===== config.mk =====
export PLATFORM = sky130hd
export DESIGN_NAME = sprite_blitter
export DESIGN_NICKNAME = d
export VERILOG_FILES = /design/src/rtl/sprite_blitter_pkg.sv /design/src/rtl/blit_pipe.sv /design/src/rtl/sprite_blitter.sv
export SDC_FILE = /design/constraint.sdc
export NUM_CORES = 1
export LEC_CHECK = 0
export ABC_CLOCK_PERIOD_IN_PS = 3890
export BUFFER_PORTS_ARGS = -buffer_cell sky130_fd_sc_hd__buf_2
export CAP_MARGIN = 20
export CORE_MARGIN = 5
export CORE_UTILIZATION = 40
export DETAILED_ROUTE_END_ITERATION = 10
export PLACE_DENSITY_LB_ADDON = 0.1
export SKIP_LAST_GASP = 1
export SLEW_MARGIN = 15
export SYNTH_ARGS = -nofsm -noshare
export SYNTH_HDL_FRONTEND = slang
export SYNTH_HIERARCHICAL = 1
export SYNTH_SLANG_ARGS = --single-unit

===== constraint.sdc =====
create_clock -name CLOCK_50 -period 3.89 [get_ports CLOCK_50]
set_clock_uncertainty 0.15 [all_clocks]
set_input_delay 0.778 -clock CLOCK_50 [delete_from_list [all_inputs] [get_ports CLOCK_50]]
set_output_delay 0.778 -clock CLOCK_50 [all_outputs]
set_load 0.03 [all_outputs]

===== src/rtl/sprite_blitter_pkg.sv =====
// Shared definitions for the sprite blitter: FSM encoding, default screen
// size, colour constants and the sprite-ROM address helper.
package sprite_blitter_pkg;

   typedef enum logic [1:0] {
      IDLE  = 2'd0,
      SCAN  = 2'd1,
      DRAIN = 2'd2,
      FIN   = 2'd3
   } state_e;

   localparam int SCR_W_DEF = 160;
   localparam int SCR_H_DEF = 120;

   localparam logic [2:0] BLACK = 3'b000;
   localparam logic [2:0] GREEN = 3'b010;
   localparam logic [2:0] WHITE = 3'b111;

   localparam int ADDR_W = 15;

   // Linear ROM address row*stride + col. The two common strides use a
   // shift-add so no multiplier is needed; everything stays 15 bits wide.
   function automatic logic [ADDR_W-1:0] sprite_addr(
      input logic [ADDR_W-1:0] row,
      input logic [ADDR_W-1:0] col,
      input int                stride
   );
      logic [ADDR_W-1:0] a;
      case (stride)
         80:      a = (row << 6) + (row << 4) + col;
         160:     a = (row << 7) + (row << 5) + col;
         default: a = row * ADDR_W'(stride) + col;
      endcase
      return a;
   endfunction

endpackage


===== src/rtl/blit_pipe.sv =====
// Delay line carrying the screen coordinates and a valid flag alongside the
// sprite ROM read, so they emerge in the same cycle as the ROM data.
module blit_pipe #(
   parameter int DEPTH = 1,
   parameter int XW    = 9,
   parameter int YW    = 8
) (
   input  logic          clk_i,
   input  logic          rst_i,
   input  logic [XW-1:0] x_i,
   input  logic [YW-1:0] y_i,
   input  logic          valid_i,
   output logic [XW-1:0] x_o,
   output logic [YW-1:0] y_o,
   output logic          valid_o
);

   localparam int SW = XW + YW + 1;

   logic [DEPTH-1:0][SW-1:0] stage_q;
   logic [DEPTH-1:0][SW-1:0] stage_d;

   // Each stage loads from its predecessor; stage 0 loads the new sample.
   genvar gi;
   generate
      for (gi = 0; gi < DEPTH; gi++) begin : g_stage
         if (gi == 0) begin : g_head
            assign stage_d[gi] = {x_i, y_i, valid_i};
         end else begin : g_body
            assign stage_d[gi] = stage_q[gi-1];
         end
      end
   endgenerate

   // Shift every cycle; reset empties the line so no stale pixel is plotted.
   always_ff @(posedge clk_i or posedge rst_i) begin
      if (rst_i) begin
         stage_q <= '0;
      end else begin
         stage_q <= stage_d;
      end
   end

   assign {x_o, y_o, valid_o} = stage_q[DEPTH-1];

endmodule


===== src/rtl/sprite_blitter.sv =====
// Sprite blitter: scans one sprite ROM in raster order and streams the pixels
// to a VGA pixel-write port, with screen clipping and optional transparency.
module sprite_blitter
   import sprite_blitter_pkg::*;
#(
   parameter int SPR_W   = 80,
   parameter int SPR_H   = 120,
   parameter int NUM_SPR = 3,
   parameter int ROM_LAT = 1,
   parameter int SCR_W   = SCR_W_DEF,
   parameter int SCR_H   = SCR_H_DEF
) (
   input  logic               CLOCK_50,
   input  logic               reset,
   input  logic               start,
   input  logic [1:0]         sprite_sel,
   input  logic [7:0]         x0,
   input  logic [6:0]         y0,
   input  logic [2:0]         fg_colour,
   input  logic [2:0]         bg_colour,
   input  logic               transparent,
   output logic [14:0]        rom_addr,
   input  logic [NUM_SPR-1:0] rom_q,
   output logic [7:0]         x,
   output logic [6:0]         y,
   output logic [2:0]         colour,
   output logic               plot,
   output logic               busy,
   output logic               done
);

   localparam int CW = (SPR_W > 1) ? $clog2(SPR_W) : 1;
   localparam int RW = (SPR_H > 1) ? $clog2(SPR_H) : 1;
   // Coordinate sums are one bit wider than the screen ports so an
   // off-screen pixel can never wrap back onto the screen.
   localparam int XW = 9;
   localparam int YW = 8;

   state_e         state_q, state_d;
   logic [CW-1:0]  col_q, col_d;
   logic [RW-1:0]  row_q, row_d;
   logic [1:0]     drain_q, drain_d;
   logic [1:0]     sel_q, sel_d;
   logic [7:0]     x0_q, x0_d;
   logic [6:0]     y0_q, y0_d;
   logic [2:0]     fg_q, fg_d;
   logic [2:0]     bg_q, bg_d;
   logic           transp_q, transp_d;

   logic           last_col;
   logic           last_row;
   logic [XW-1:0]  pipe_x_in, pipe_x;
   logic [YW-1:0]  pipe_y_in, pipe_y;
   logic           pipe_v_in, pipe_v;
   logic           pix_bit;

   assign last_col = (col_q == CW'(SPR_W - 1));
   assign last_row = (row_q == RW'(SPR_H - 1));

   // Next-state, scan counters and sprite parameter capture.
   always_comb begin
      state_d  = state_q;
      col_d    = col_q;
      row_d    = row_q;
      drain_d  = drain_q;
      sel_d    = sel_q;
      x0_d     = x0_q;
      y0_d     = y0_q;
      fg_d     = fg_q;
      bg_d     = bg_q;
      transp_d = transp_q;
      busy     = (state_q != IDLE);
      done     = (state_q == FIN);

      case (state_q)
         IDLE: begin
            if (start) begin
               state_d  = SCAN;
               col_d    = '0;
               row_d    = '0;
               x0_d     = x0;
               y0_d     = y0;
               fg_d     = fg_colour;
               bg_d     = bg_colour;
               transp_d = transparent;
               // Out-of-range selections fall back to the last ROM.
               if (int'(sprite_sel) >= NUM_SPR) begin
                  sel_d = 2'(NUM_SPR - 1);
               end else begin
                  sel_d = sprite_sel;
               end
            end
         end
         SCAN: begin
            if (last_col) begin
               col_d = '0;
               if (last_row) begin
                  // Counters park at zero so the idle address is 0.
                  row_d   = '0;
                  drain_d = '0;
                  state_d = DRAIN;
               end else begin
                  row_d = row_q + 1'b1;
               end
            end else begin
               col_d = col_q + 1'b1;
            end
         end
         DRAIN: begin
            // Wait for the final ROM reads to leave the pipeline.
            if (drain_q == 2'(ROM_LAT - 1)) begin
               state_d = FIN;
            end else begin
               drain_d = drain_q + 1'b1;
            end
         end
         FIN: begin
            state_d = IDLE;
         end
         default: begin
            state_d = IDLE;
         end
      endcase
   end

   // FSM state register.
   always_ff @(posedge CLOCK_50 or posedge reset) begin
      if (reset) begin
         state_q <= IDLE;
      end else begin
         state_q <= state_d;
      end
   end

   // Scan counters and the parameters captured when a draw is accepted.
   always_ff @(posedge CLOCK_50 or posedge reset) begin
      if (reset) begin
         col_q    <= '0;
         row_q    <= '0;
         drain_q  <= '0;
         sel_q    <= '0;
         x0_q     <= '0;
         y0_q     <= '0;
         fg_q     <= BLACK;
         bg_q     <= BLACK;
         transp_q <= 1'b0;
      end else begin
         col_q    <= col_d;
         row_q    <= row_d;
         drain_q  <= drain_d;
         sel_q    <= sel_d;
         x0_q     <= x0_d;
         y0_q     <= y0_d;
         fg_q     <= fg_d;
         bg_q     <= bg_d;
         transp_q <= transp_d;
      end
   end

   assign rom_addr = sprite_addr(ADDR_W'(row_q), ADDR_W'(col_q), SPR_W);

   assign pipe_x_in = XW'(x0_q) + XW'(col_q);
   assign pipe_y_in = YW'(y0_q) + YW'(row_q);
   assign pipe_v_in = (state_q == SCAN);

   blit_pipe #(
      .DEPTH (ROM_LAT),
      .XW    (XW),
      .YW    (YW)
   ) u_pipe (
      .clk_i   (CLOCK_50),
      .rst_i   (reset),
      .x_i     (pipe_x_in),
      .y_i     (pipe_y_in),
      .valid_i (pipe_v_in),
      .x_o     (pipe_x),
      .y_o     (pipe_y),
      .valid_o (pipe_v)
   );

   // Pick the data bit of the selected ROM.
   always_comb begin
      pix_bit = 1'b0;
      for (int i = 0; i < NUM_SPR; i++) begin
         if (sel_q == 2'(i)) begin
            pix_bit = rom_q[i];
         end
      end
   end

   assign x      = pipe_x[7:0];
   assign y      = pipe_y[6:0];
   assign colour = pix_bit ? bg_q : fg_q;
   assign plot   = pipe_v
                   && (pipe_x < XW'(SCR_W))
                   && (pipe_y < YW'(SCR_H))
                   && !(transp_q && pix_bit);

endmodule


# Yosys cells after proc, flatten, opt, wreduce, memory -nomap -nowiden
# Cells that the tools add are included.
classes:
  add_sub_neg: 7
  magnitude_cmp: 3
  eq_ne: 12
  mux: 20
  reduce_logical: 16
ops:
  columns: ["cell", "n"]
  rows:
  - ["7-bit 2-to-1 mux", 4]
  - ["7-bit case mux with 2 select lines", 2]
  - ["2-bit 2-to-1 mux", 8]
  - ["14-bit by 7-bit adder with 15-bit output", 1]
  - ["13-bit by 11-bit adder with 14-bit output", 1]
  - ["7-bit by 1-bit adder with 7-bit output (second input constant)", 2]
  - ["7-bit == test (second input constant)", 2]
  - ["2-bit inequality test (second input constant)", 5]
  - ["8-bit by 7-bit adder with 9-bit output", 1]
  - ["9-bit by 8-bit < comparator with 1-bit output (second input constant)", 1]
  - ["7-bit by 7-bit adder with 8-bit output", 1]
  - ["8-bit by 7-bit < comparator with 1-bit output (second input constant)", 1]
  - ["2-bit case mux with 4 select lines", 1]
  - ["4-bit AND reduction", 2]
  - ["2-bit == test (second input constant)", 3]
  - ["2-bit logical NOT", 3]
  - ["2-bit nonzero test", 3]
  - ["2-bit by 1-bit == test with 1-bit output (second input constant)", 2]
  - ["1-bit logical AND", 4]
  - ["2-bit case mux with 2 select lines", 1]
  - ["2-bit AND reduction", 2]
  - ["1-bit 2-to-1 mux", 3]
  - ["3-bit 2-to-1 mux", 1]
  - ["3-bit AND reduction", 1]
  - ["3 further kinds", 3]
totals:
  regBits: 60

# Logic depth before layout (Yosys ltp)
# Gate-level depths: netlist of run 1.
logic_depth:
  ltp_word: 7
  depth_mapped: 9

# Modules after synthesis
# Netlist of run 1, hierarchy kept.
by_module_without_submodules:
  columns: ["mod", "n_inst", "cells_each", "area_per_inst_um2", "seq_area_each_um2"]
  rows:
  - ["sprite_blitter", 1, 280, 2927.8, 1051.0]
  - ["blit_pipe", 1, 19, 454.2, 450.4]

# Worst setup path before layout of run 1
# Ideal clock, no wire load.
synth_timing:
  path_kind: "register to output"
  startpoint: "register row_q[2]"
  endpoint: "output port rom_addr[11]"
  arrival_time_ns: 2.464
  required_ns: 2.962
  slack_ns: 0.498
  path_stages_with_launch: 9
  path_cell_list: "dfrtp_1 > inv_1 > fa_1 > fa_1 > nor2b_1 > o21a_1 > o21ai_0 > a21oi_1 > xor2_1"
synth_via:
  elab_chain_cells: 2
synth_lines:
  columns: ["item", "line", "source"]
  rows:
  - ["start: declaration", "sprite_blitter.sv:41", "logic [RW-1:0] row_q, row_d;"]
  - ["start signal: assignment", "sprite_blitter.sv:149", "row_q <= row_d;"]
  - ["13-bit by 11-bit adder with 14-bit output", "sprite_blitter_pkg.sv:30", "80: a = (row << 6) + (row << 4) + col;"]
  - ["14-bit by 7-bit adder with 15-bit output", "sprite_blitter_pkg.sv:30", null]
  - ["end: declaration", "sprite_blitter.sv:22", "output logic [14:0] rom_addr,"]
# No other way between the ends.

# Final worst setup path of run 1
layout_timing:
  startpoint: "register row_q[1]"
  endpoint: "output port rom_addr[11]"
# Same word-level chain as after synthesis.

==> impl_metrics.env, run 1 <==
export IMPL_synth_top_family_by_area="adder cells"
export IMPL_synth_avg_cell_area_um2=11.3
export IMPL_synth_edf_count=0
export IMPL_cts_sinks=60
export IMPL_cp_top_family="adder cells"
export IMPL_synth_xor_area_frac=0.0570
export IMPL_async_flop_share=1.00
export IMPL_slowest_stage="dfrtp_1"
export IMPL_clock_latency_ns=0.33
export IMPL_crit_top_cell="ha_1"
export IMPL_antenna_found_initial=0
export IMPL_clockBufferDepth=2
export IMPL_cp_cell_sequence="ha_1 > ha_1 > inv_1 > fa_1 > nor2b_1 > o21a_1 > o21ai_0 > a21oi_1 > xor2_1 > buf_2"
export IMPL_grtUsageTotal=0.140
export IMPL_grtUsageMet3=0.0505
export IMPL_clockRootBuffer="clkbuf_8"
export IMPL_drt_iter0_drc=56
export IMPL_portBuffers=64
export IMPL_fin_cells=481
export IMPL_reg2reg_slack_ns=1.25
export IMPL_maxCapViolations=0
export IMPL_fin_crit_ns=3.66
export IMPL_firstDrtPassIters=4
export IMPL_yosysUniqueCellTypes=39
export IMPL_critPathMaxFanout=8
export IMPL_final_common_cell="buf_2"
export IMPL_drc_errors=0
export IMPL_fin_nets=441
export IMPL_antennaDiodeCount=0
export IMPL_dp_cells=461
export IMPL_grt_pass1_vias=2448
export IMPL_design_die_area_um2=10400
export IMPL_syn_to_final_growth_pct=19.2
export IMPL_core_area_um2=8220
export IMPL_use_met2=0.226
export IMPL_vdd_ir_drop_max_mv=0.340
export IMPL_vias=2373
export IMPL_synth_cells=299
export IMPL_finalCritPeriodShare=0.942
export IMPL_cp_num_buf_inv=2
export IMPL_rows=33
export IMPL_setup_viol_count_final=0
export IMPL_dp_hpwl_mm=5.15
export IMPL_synthAdderAreaFrac=0.153
export IMPL_die_w_um=102
export IMPL_finalWirelength_mm=6.78
export IMPL_worst_pin_slew_ns=0.745
export IMPL_overflow=0
export IMPL_power_per_cell_area_nw_per_um2=738
export IMPL_crit_type="reg2out"
export IMPL_hold_end="u_pipe/stage_q[9]"
export IMPL_fill_cells=768
export IMPL_die_h_um=102
export IMPL_ys_seq_area_frac=0.444
export IMPL_required_ns=2.96
export IMPL_hold_violations=0
export IMPL_fmax_mhz=273
export IMPL_cpPeakStageDelay_ns=0.48
export IMPL_busiest_layer="met2"
export IMPL_cp_data_arrival_time_ns=2.74
export IMPL_ios=66
export IMPL_ys_ff_latch=60
export IMPL_total_power_mw=2.97
export IMPL_postLayoutCellArea_um2=4030
export IMPL_grt_max_degree=26
export IMPL_place_ws_ns=0.469
export IMPL_wl_per_cell_um=14.1
export IMPL_clkTransAtPathRegs_ns=0.07
export IMPL_dpl_cell_area_um2=3790
export IMPL_synth_area_mux_share=0.0991
export IMPL_r2r_start="state_q[1]"
export IMPL_synthFlopType="dfrtp_1"
export IMPL_max_slew_margin=0.489
export IMPL_endpoint_kind="output port"
export IMPL_yosysWarnings=6
export IMPL_synth_compound_area_frac=0.128
export IMPL_grt_pass1_wl_mm=11.4
export IMPL_rsz0062_at_grt="false"
export IMPL_reg2reg_to="row_q[3]"
export IMPL_postRouteAntennaNets=0
export IMPL_via_per_inst=4.93
export IMPL_use_met1=0.179
export IMPL_htreeDepth=3
export IMPL_tns_ns=0
export IMPL_synth_nets=368
export IMPL_cts_hold_buf=0
export IMPL_drive_above_1_share=0.306
export IMPL_start_kind="flip-flop"
export IMPL_min_path_cells=1
export IMPL_start_util=0.412
export IMPL_cts_made_buffers=9
export IMPL_reg2regPathDepth=7
export IMPL_synth_simple_area_share=0.0799
export IMPL_syn_cell_area_um2=3380
export IMPL_p_leak_nw=2.06
export IMPL_min_path_type="reg2reg"
export IMPL_drv_slew=0
export IMPL_cts_tree="yes"
export IMPL_place_congestion=0.765
export IMPL_outcome="complete, no violations"
export IMPL_final_cell_mix="buf_2 (63), dfrtp_1 (58), ha_1 (35)"
export IMPL_hp_start="x0_q[0]"
export IMPL_fin_ws_ns=0.226
cell type report:
| type | instances | area [um2] | share of cell area |
|---|---|---|---|
| flip-flops and latches | 60 | 1500 | 0.373 |
| clock buffers | 13 | 149 | 0.0369 |
| multi-input cells | 210 | 1760 | 0.436 |
| well taps | 105 | 131 | 0.0326 |
| clock inverters | 2 | 35.0 | 0.00869 |
| repair buffers | 70 | 375 | 0.0931 |
| inverters | 21 | 78.8 | 0.0196 |
per-stage QoR:
step,utilization,hold slack (ns)
3_5_place_dp,0.462,0.332
2_1_floorplan,-,0.308
5_1_grt,0.491,0.374
3_3_place_gp,0.462,0.329
4_1_cts,0.484,0.347
6_report,0.491,0.344
logic make-up (layout without fill, tap and decap cells):
logic type / after synthesis / after routing
buf+inv: 29 / 106
mux: 30 / 30
fa+ha+maj: 39 / 39
simple gates: 53 / 53
xor+xnor: 22 / 22
compound gates: 65 / 65
other cells: 1 / 1
flops: 60 / 60
state kept, by name, indices dropped and copies added, names as in the netlist:
name,flops
state_q,2
bg_q,3
transp_q,1
u_pipe/stage_q,18
y0_q,7
drain_q,2
row_q,7
sel_q,2
col_q,7
x0_q,8
fg_q,3
Yosys cell counts, types with 5 or more instances:
cell type  count  area share
a21o_1         7       0.016
a21oi_1       14       0.021
buf_4          5       0.011
dfrtp_1       60        0.44
ha_1          35        0.13
inv_1         21       0.023
mux2_2        27       0.090
nand2_1       11       0.012
nand4_1        9       0.017
nor2_1        16       0.018
o21ai_0       18       0.027
o21bai_1       6       0.013
xnor2_1       11       0.028
xor2_1        11       0.028
where the power goes:
group          switching [mW]  internal (mW)  leakage [nW]  total, mW
clock                   0.225          0.310        0.0935      0.534
combinational           0.819          0.559          1.22       1.38
sequential              0.179          0.883         0.744       1.06
worst register-to-register path: cells and delay by family (launching register included):
family | cells | cell delay (ns)
AO/OA/AOI/OAI | 1 | 0.60
adder cells (fa/ha/maj) | 1 | 0.46
flip-flops | 1 | 0.41
multiplexers | 1 | 0.37
AND/OR/NAND/NOR | 2 | 0.25
XOR/XNOR | 1 | 0.16
buffers and inverters | 1 | 0.11
worst max path at each step:
stage | start | to | slack [ns] | depth (start not counted)
floorplan | row_q[2] | rom_addr[11] | 0.50 | 8
CTS | row_q[0] | rom_addr[12] | 0.08 | 10
detailed placement | row_q[0] | rom_addr[12] | 0.47 | 10
global placement | row_q[2] | rom_addr[12] | 0.50 | 10
global route | row_q[0] | rom_addr[12] | 0.02 | 10
finish | row_q[1] | rom_addr[11] | 0.23 | 10
repair_timing:
| action | in CTS | in global routing |
|---|---|---|
| setup endpoints to repair | 0 | 3 |
| resized for setup | 0 | 5 |
| setup buffers | 0 | 4 |
routing by layer:
metal / wire, um / vias up
li1: - / 1199
met1: 3120 / 1124
met2: 3170 / 42
met3: 417 / 8
met4: 67 / 0
met5: 0 / -
No activity file was read; power rests on OpenSTA's default activity.
==> inputs of run 2 (changes only) <==
--- a/config.mk
+++ b/config.mk
@@ -12,6 +12,7 @@
 export CORE_UTILIZATION = 40
 export DETAILED_ROUTE_END_ITERATION = 10
 export PLACE_DENSITY_LB_ADDON = 0.1
+export RECOVER_POWER = 25
 export SKIP_LAST_GASP = 1
 export SLEW_MARGIN = 15
 export SYNTH_ARGS = -nofsm -noshare
==> run 2 against run 1 <==
  * Worst setup slack got worse by 0.0021 ns
  * Combinational power about the same
  * Largest power group unchanged
  * Highest routed layer unchanged
  * Critical path type unchanged
  * Die area unchanged
  * Largest cell class unchanged
  * Global-route usage unchanged
==> impl_metrics.env, run 2 (same netlist as run 1, synthesis figures left out) <==
export IMPL_outcome="complete, no violations"
export IMPL_portBuffers=64
export IMPL_cpPeakStageDelay_ns=0.49
export IMPL_postRouteAntennaNets=0
export IMPL_p_sw_mw=1.22
export IMPL_dp_cells=461
export IMPL_overflow=0
export IMPL_firstDrtPassIters=4
export IMPL_cp_top_family="adder cells"
export IMPL_max_slew_margin=0.491
export IMPL_reg2reg_slack_ns=1.28
export IMPL_drt_iter0_drc=56
export IMPL_antennaDiodeCount=0
export IMPL_worst_pin_slew_ns=0.742
export IMPL_crit_top_cell="ha_1"
export IMPL_syn_to_final_growth_pct=19.1
export IMPL_finalCritPeriodShare=0.943
export IMPL_critPathMaxFanout=8
export IMPL_r2r_start="state_q[1]"
export IMPL_ios=66
export IMPL_fill_cells=771
export IMPL_via_per_inst=4.93
export IMPL_grt_max_degree=26
export IMPL_combPwrFrac=0.463
export IMPL_reg_top3="u_pipe/stage_q: 18 flops, x0_q: 8 flops"
export IMPL_clockBufferDepth=2
export IMPL_clockRootBuffer="clkbuf_8"
export IMPL_start_util=0.412
export IMPL_grt_pass1_wl_mm=11.4
export IMPL_largest_reg_flops=18
export IMPL_vias=2370
export IMPL_utilization=0.490
export IMPL_clkTransAtPathRegs_ns=0.07
export IMPL_die_h_um=102
export IMPL_rows=33
export IMPL_rsz0062_at_grt="false"
export IMPL_hp_start="x0_q[0]"
export IMPL_required_ns=2.96
export IMPL_hold_violations=0
export IMPL_antenna_found_initial=0
export IMPL_endpoint_kind="output port"
export IMPL_grt_pass1_vias=2448
export IMPL_fin_cells=481
export IMPL_cts_tree="yes"
export IMPL_drv_slew=0
export IMPL_power_per_cell_area_nw_per_um2=738
export IMPL_p_leak_nw=2.05
export IMPL_cts_sinks=60
export IMPL_setup_viol_count_final=0
export IMPL_fmax_mhz=273
export IMPL_fin_crit_ns=3.67
export IMPL_design_die_area_um2=10400
export IMPL_drive_above_1_share=0.301
export IMPL_clock_latency_ns=0.33
export IMPL_final_common_cell="buf_2"
export IMPL_clkPwrFrac=0.180
export IMPL_core_area_um2=8220
export IMPL_finalWirelength_mm=6.78
export IMPL_cp_data_arrival_time_ns=2.74
export IMPL_wl_per_cell_um=14.1
export IMPL_cts_made_buffers=9
export IMPL_htreeDepth=3
export IMPL_total_power_mw=2.97
export IMPL_p_int_mw=1.75
export IMPL_swShare=0.412
export IMPL_final_cell_mix="buf_2 (62), dfrtp_1 (58), ha_1 (35)"
export IMPL_cp_num_buf_inv=2
export IMPL_regMostFlops="u_pipe/stage_q"
export IMPL_tns_ns=0
export IMPL_die_w_um=102
export IMPL_place_congestion=0.765
export IMPL_drc_errors=0
export IMPL_reg2reg_to="row_q[3]"
export IMPL_maxCapViolations=0
export IMPL_reg2regPathDepth=7
export IMPL_vdd_ir_drop_max_mv=0.341
export IMPL_hold_end="u_pipe/stage_q[9]"
export IMPL_start_kind="flip-flop"
export IMPL_min_path_cells=1
export IMPL_cp_cell_sequence="ha_1 > ha_1 > inv_1 > fa_1 > nor2b_1 > o21a_1 > o21ai_0 > a21oi_1 > xor2_1 > buf_2"
export IMPL_crit_type="reg2out"
export IMPL_min_path_type="reg2reg"
export IMPL_fin_nets=441
export IMPL_p_seq_frac=0.357
export IMPL_slowest_stage="dfrtp_1"
export IMPL_dp_hpwl_mm=5.15
export IMPL_grtUsageTotal=0.140
==> run 2: cell types whose count changed in the layout (fill, tap and decap cells not counted), sizes merged <==
cell / previous run / this run
buf: 69 / 67
clkbuf: 14 / 16
==> run 2: cell type report <==
class / count / area (um2) / share of cell area
multi-input cells: 210 / 1760 / 0.437
flip-flops and latches: 60 / 1500 / 0.374
repair buffers: 70 / 370 / 0.0920
clock buffers: 13 / 149 / 0.0370
well taps: 105 / 131 / 0.0326
inverters: 21 / 78.8 / 0.0196
clock inverters: 2 / 35.0 / 0.00870
==> run 2: stage by stage <==
stage               cell area (um2)  hold WS, ns  setup slack [ns]
floorplan                      3380        0.308             0.498
global placement               3790        0.329             0.500
detailed placement             3790        0.332             0.469
CTS                            3980        0.347            0.0775
global route                   4030        0.374            0.0248
finish                         4030        0.344             0.224
==> run 2: worst max path at each step <==
stage	depth (start not counted)	endpoint	slack, ns	startpoint
floorplan	8	rom_addr[11]	0.50	row_q[2]
finish	10	rom_addr[11]	0.22	row_q[1]
detailed placement	10	rom_addr[12]	0.47	row_q[0]
CTS	10	rom_addr[12]	0.08	row_q[0]
global route	10	rom_addr[12]	0.02	row_q[0]
global placement	10	rom_addr[12]	0.50	row_q[2]
==> run 2: power groups by stage <==
stage / Combinational [mW] / Sequential, mW / Clock (mW)
global placement: 1.37 / 1.08 / 0
detailed placement: 1.37 / 1.08 / 0
floorplan: 0.918 / 1.19 / 0
CTS: 1.39 / 1.07 / 0.553
finish: 1.38 / 1.06 / 0.534
global route: 1.53 / 1.10 / 0.578
==> run 2: routing by layer <==
layer / track usage / up-vias / part of all wire
li1: - / 1197 / -
met3: 0.0505 / 5 / 0.060
met5: 0 / - / 0
met4: 0.0363 / 0 / 0.0090
met1: 0.179 / 1127 / 0.46
met2: 0.226 / 41 / 0.47
==> run 2: what timing repair did <==
action / CTS / global route
setup endpoints to repair: 0 / 3
gates resized for setup: 0 / 5
hold buffers: 0 / 0
buffers inserted: 0 / 4
